File: src/rtl/alu_pkg.sv
// Shared definitions for the ALU datapath front-end: FSM state encodings
// and default widths used by the operand loader.
package alu_pkg;

  // Default operand width feeding the 16-bit 2:1 selector.
  localparam int DEFAULT_WIDTH = 16;

  // Default width of the consumed-set counter.
  localparam int DEFAULT_CNT_W = 8;

  // Operand loader FSM encodings.
  typedef enum logic [1:0] {
    ST_LOAD_X  = 2'd0,
    ST_LOAD_Y  = 2'd1,
    ST_LOAD_S  = 2'd2,
    ST_PRESENT = 2'd3
  } state_e;

  // True in the states that take a word from the serial input bus.
  function automatic logic is_load_state(input state_e st);
    return (st != ST_PRESENT);
  endfunction

endpackage : alu_pkg

File: src/rtl/wrap_counter.sv
// Free-running event counter that wraps from all-ones back to zero with no
// saturation or overflow indication.
module wrap_counter #(
  parameter int CNT_W = 8
) (
  input  logic             clk,
  input  logic             rst_n,
  input  logic             inc,
  output logic [CNT_W-1:0] count
);

  localparam logic [CNT_W-1:0] ONE = 1;

  logic [CNT_W-1:0] count_q;
  logic [CNT_W-1:0] count_d;

  // Next count: step by one on each increment request, wrap naturally.
  always_comb begin
    // NOTE: assign a default before any condition so no path leaves count_d
    // unassigned, which would otherwise infer a latch.
    count_d = count_q;
    if (inc) begin
      count_d = count_q + ONE;
    end
  end

  // Count register, cleared asynchronously.
  always_ff @(posedge clk or negedge rst_n) begin
    if (!rst_n) begin
      count_q <= '0;
    end else begin
      count_q <= count_d;
    end
  end

  assign count = count_q;

endmodule : wrap_counter

File: src/rtl/operand_loader.sv
// Operand loader: assembles a serial stream of X, Y and select words into one
// stable operand set for the 2:1 selector, presented with valid/ready, and
// counts consumed sets.
module operand_loader
  import alu_pkg::*;
#(
  parameter int WIDTH = DEFAULT_WIDTH,
  parameter int CNT_W = DEFAULT_CNT_W
) (
  input  logic             clk,
  input  logic             rst_n,
  input  logic [WIDTH-1:0] din,
  input  logic             din_valid,
  output logic             din_ready,
  input  logic             abort,
  output logic [WIDTH-1:0] X,
  output logic [WIDTH-1:0] Y,
  output logic             S,
  output logic             out_valid,
  input  logic             out_ready,
  output logic [CNT_W-1:0] txn_count
);

  state_e           state_q;
  state_e           state_d;

  logic [WIDTH-1:0] x_q;
  logic [WIDTH-1:0] x_d;
  logic [WIDTH-1:0] y_q;
  logic [WIDTH-1:0] y_d;
  logic             s_q;
  logic             s_d;
  logic             out_valid_q;
  logic             out_valid_d;

  logic             accept;
  logic             consume;

  // State register.
  always_ff @(posedge clk or negedge rst_n) begin
    if (!rst_n) begin
      state_q <= ST_LOAD_X;
    end else begin
      // NOTE: sequential state uses non-blocking assignment so every flop
      // samples pre-edge values regardless of process evaluation order.
      state_q <= state_d;
    end
  end

  // Next-state logic: abort overrides everything, otherwise step through
  // the three load states on accepted words and leave PRESENT on consume.
  always_comb begin
    state_d = state_q;
    if (abort) begin
      state_d = ST_LOAD_X;
    end else begin
      case (state_q)
        ST_LOAD_X:  if (din_valid) state_d = ST_LOAD_Y;
        ST_LOAD_Y:  if (din_valid) state_d = ST_LOAD_S;
        ST_LOAD_S:  if (din_valid) state_d = ST_PRESENT;
        ST_PRESENT: if (out_ready) state_d = ST_LOAD_X;
        default:                   state_d = ST_LOAD_X;
      endcase
    end
  end

  // Output decode: input-side ready from state only, plus the qualified
  // accept and consume strobes (both suppressed by abort).
  always_comb begin
    din_ready = is_load_state(state_q);
    accept    = din_valid && din_ready && !abort;
    consume   = (state_q == ST_PRESENT) && out_ready && !abort;
  end

  // Operand capture: the current load state selects which holding register
  // takes the accepted word; only bit 0 of the select word is kept.
  always_comb begin
    x_d = x_q;
    y_d = y_q;
    s_d = s_q;
    if (accept) begin
      case (state_q)
        ST_LOAD_X: x_d = din;
        ST_LOAD_Y: y_d = din;
        ST_LOAD_S: s_d = din[0];
        default:   ;
      endcase
    end
    out_valid_d = (state_d == ST_PRESENT);
  end

  // Operand and valid registers.
  always_ff @(posedge clk or negedge rst_n) begin
    if (!rst_n) begin
      // NOTE: the operand holding registers are reset as well because they
      // drive the selector directly and must show a known zero set at reset.
      x_q         <= '0;
      y_q         <= '0;
      s_q         <= 1'b0;
      out_valid_q <= 1'b0;
    end else begin
      x_q         <= x_d;
      y_q         <= y_d;
      s_q         <= s_d;
      out_valid_q <= out_valid_d;
    end
  end

  // Consumed-set counter.
  wrap_counter #(
    .CNT_W (CNT_W)
  ) u_txn_counter (
    .clk   (clk),
    .rst_n (rst_n),
    .inc   (consume),
    .count (txn_count)
  );

  assign X         = x_q;
  assign Y         = y_q;
  assign S         = s_q;
  assign out_valid = out_valid_q;

endmodule : operand_loader

File: config.mk
export PLATFORM = sky130hd
export DESIGN_NAME = operand_loader
export DESIGN_NICKNAME = d
export VERILOG_FILES = /design/src/rtl/alu_pkg.sv /design/src/rtl/wrap_counter.sv /design/src/rtl/operand_loader.sv
export SDC_FILE = /design/constraint.sdc
export NUM_CORES = 1
export LEC_CHECK = 0
export CORE_AREA = 2 2 68 70
export CTS_CLUSTER_DIAMETER = 60
export DETAILED_ROUTE_END_ITERATION = 8
export DIE_AREA = 0 0 70 72
export GPL_ROUTABILITY_DRIVEN = 0
export PLACE_DENSITY = 0.78
export SLEW_MARGIN = 20
export SYNTH_ARGS = -nofsm -noshare
export SYNTH_HDL_FRONTEND = slang
export SYNTH_SLANG_ARGS = --single-unit
File: constraint.sdc
create_clock -name clk -period 2.5 [get_ports clk]
set_input_delay 0.5 -clock clk [delete_from_list [all_inputs] [get_ports clk]]
set_output_delay 0.5 -clock clk [all_outputs]
set_load 0.01 [all_outputs]
==> flow_metrics.env <==
export IMPL_pwr_density_cell_nw_per_um2=772.0
export IMPL_reg2regPathDepth=4
export IMPL_irDropWorstVdd_v=0.0003830
export IMPL_diodes=0
export IMPL_syn_inst=118
export IMPL_postCtsHoldBufs=0
export IMPL_leakage_uw=0.001157
export IMPL_multiInputGateArea_sq_um=721.9
export IMPL_drive_gt1_share_pct=26.34
export IMPL_critPathTopFamily="flip-flops"
export IMPL_clock_latency_ps=290
export IMPL_hold_viol_final=0
export IMPL_grt_pass1_vias=1244
export IMPL_numCtsBuffers=5
export IMPL_die_y_microns=72
export IMPL_path_cells="nand2_1, clkdlybuf4s50_1"
export IMPL_place_port_buffers=63
export IMPL_grt_pass1_wl_mm=6.099
export IMPL_rsz0062_at_grt="false"
export IMPL_maxSlewHeadroom_pct=62.96
export IMPL_slew_violations=0
export IMPL_grt_ovfl_total=0
export IMPL_via_count=1164
export IMPL_cp_arrival_ps=1500
export IMPL_fin_skew_ps=4.751
export IMPL_routedWlPerCell_microns=15.29
export IMPL_r2r_slack_ps=810
export IMPL_holdWs_ps=200.0
export IMPL_fp_dieW_microns=70
export IMPL_tritoncts="yes"
export IMPL_path_max_fanout=9
export IMPL_die_area_sq_um=5040
export IMPL_io_pins=64
export IMPL_cts_path_max_buffers=2
export IMPL_synthTopCellsByArea="dfrtp_1 58%, mux2_4 16%, mux2_2 8.3%"
export IMPL_worstReg2RegEnd="Y[5]"
export IMPL_htree_num_levels=2
export IMPL_fin_nets=207
export IMPL_worst_pin_slew_ps=555.6
export IMPL_drt_iter0_markers=81
export IMPL_synth_cell_type_count=24
export IMPL_clk_pin_slew_ps=80
export IMPL_period_share_pct=80.04
export IMPL_nFillCells=320
export IMPL_clock_fmax_ghz=0.4997
export IMPL_synth_top_area_cell="dfrtp_1"
export IMPL_cp_num_buf_inv=1
export IMPL_min_path_type="in2async"
export IMPL_setup_viol=0
export IMPL_fin_setup_tns_ps=0
export IMPL_hpwl_mm=2.569
export IMPL_drt_wl_total_mm=3.638
export IMPL_syn_nets=140
export IMPL_syn_to_final_growth_pct=39.34
export IMPL_drc=0
export IMPL_cts_root_buf="clkbuf_8"
export IMPL_critPathMaxStageDelay_ps=580
export IMPL_yosys_register_bits=44
export IMPL_max_cap_violations=0
export IMPL_ys_warn_count=0
export IMPL_cts_resized=0
export IMPL_end_kind="output pin"
export IMPL_critical_path_required_ps=2000
export IMPL_initial_core_util_pct=44.45
export IMPL_grt_max_degree=45
export IMPL_via_per_inst=4.891
export IMPL_path_class="reg2out"
export IMPL_antenna_found_initial=0
export IMPL_synth_seq_area_share_pct=58.09
export IMPL_netlist_area_leader_share_pct=58.09
export IMPL_drtAntennaViolNets=0
export IMPL_synth_area_per_cell_sq_um=16.06
export IMPL_cts_sinks=44
export IMPL_r2r_start="state_q[0]"
export IMPL_seq_area_sq_um=1101
export IMPL_first_pass_iters=4
export IMPL_status="finished clean"
export IMPL_syn_area_sq_um=1896
export IMPL_start_kind="flop"
export IMPL_cts_setup_buffers=0
export IMPL_period_minus_slack_ps=2001
export IMPL_rows=24
export IMPL_cp_slowest_cell="dfrtp_1"
export IMPL_core_sq_um=4264
export IMPL_grt_util_all_layers_pct=15.75
==> state kept, by name, indices dropped and copies added, names as in the netlist <==
name                 cells
state_q                  2
X                       16
S                        1
out_valid                1
Y                       16
u_txn_counter.count      8
==> per-stage QoR <==
step                      power (uW)  utilization [%]  instances  worst slack (ps)  cell area [sq um]
after floorplan                 1233                -        118             785.6               1896
after global placement          1588            59.68        230             388.1               2545
after detailed placement        1606            59.68        230             324.4               2545
after CTS                       2069            61.88        238             479.0               2639
after global routing            2153            61.94        238             392.5               2641
final                           2039            61.94        238             499.0               2641
==> cell usage after synthesis <==
cell type,instances
nor4b_4,1
mux2_4,20
o22a_1,1
buf_8,1
buf_12,1
nand4b_2,1
a21oi_1,2
dfrtp_1,44
nand3b_1,1
inv_1,1
xnor2_1,1
nor2_1,4
nor3b_4,1
buf_6,3
nor3_1,3
ha_1,1
nand3_1,3
nor4bb_1,1
mux2_2,14
nand2_1,5
nand2b_4,1
nand2b_1,1
nor4_2,1
xor2_1,6
==> layer usage <==
| metal | GRT usage [%] | wire [microns] |
|---|---|---|
| met1 | 21.12 | 1613 |
| met5 | 0 | 0 |
| met3 | 6.111 | 304 |
| met2 | 23.81 | 1694 |
| met4 | 5.128 | 25 |
==> worst max path at each step <==
stage,start,end,slack (ps),depth (start not counted)
3_5_place_dp,abort,X[15],320,4
4_1_cts,state_q[0],din_ready,480,2
2_1_floorplan,abort,X[10],790,4
5_1_grt,state_q[0],din_ready,390,2
6_report,state_q[0],din_ready,500,2
3_3_place_gp,abort,X[15],390,4
==> power breakdown <==
part           internal (uW)  switching, uW  total, uW
Combinational            433            207        641
Sequential               856           88.6        945
Clock                    224            229        453
Total                   1510            525       2040
==> kinds of logic (layout without fill, tap and decap cells) <==
| group | after synthesis | after routing | share of synthesized area, % |
|---|---|---|---|
| muxes | 34 | 34 | 24.16 |
| DFF | 44 | 44 | 58.09 |
| xor gates and xnor gates | 7 | 7 | 3.234 |
| buffers and inverters | 6 | 74 | 3.828 |
| adders and majority gates | 1 | 1 | 0.6600 |
| and+or+nand+nor | 23 | 23 | 9.042 |
| AOI/OAI and AO/OA | 3 | 3 | 0.9902 |
==> worst reg2reg max path: stages (launching register included) <==
cell      delay [ps]
dfrtp_1          580
nand2b_4         110
nor3b_4          200
buf_4            310
mux2_2           380
==> layout by cell type, fill, tap and decap left out, drive strengths merged, types with 2 or more instances in the layout <==
cell,n
mux2,34
clkdlybuf4s50,62
nor3,3
nor2,4
nand2b,2
a21oi,2
nand2,5
clkbuf,7
buf,3
dfrtp,44
nand3,3
xor2,6
==> layout make-up <==
cell class / instances / area share, %
Clock inverter: 1 / 0.2842
Timing Repair Buffer: 65 / 24.82
Multi-Input combinational cell: 68 / 27.33
Tap cell: 52 / 2.463
Sequential cell: 44 / 41.69
Inverter: 1 / 0.1421
Clock buffer: 7 / 3.269
Note: power is estimated with default switching activity, not from simulation.
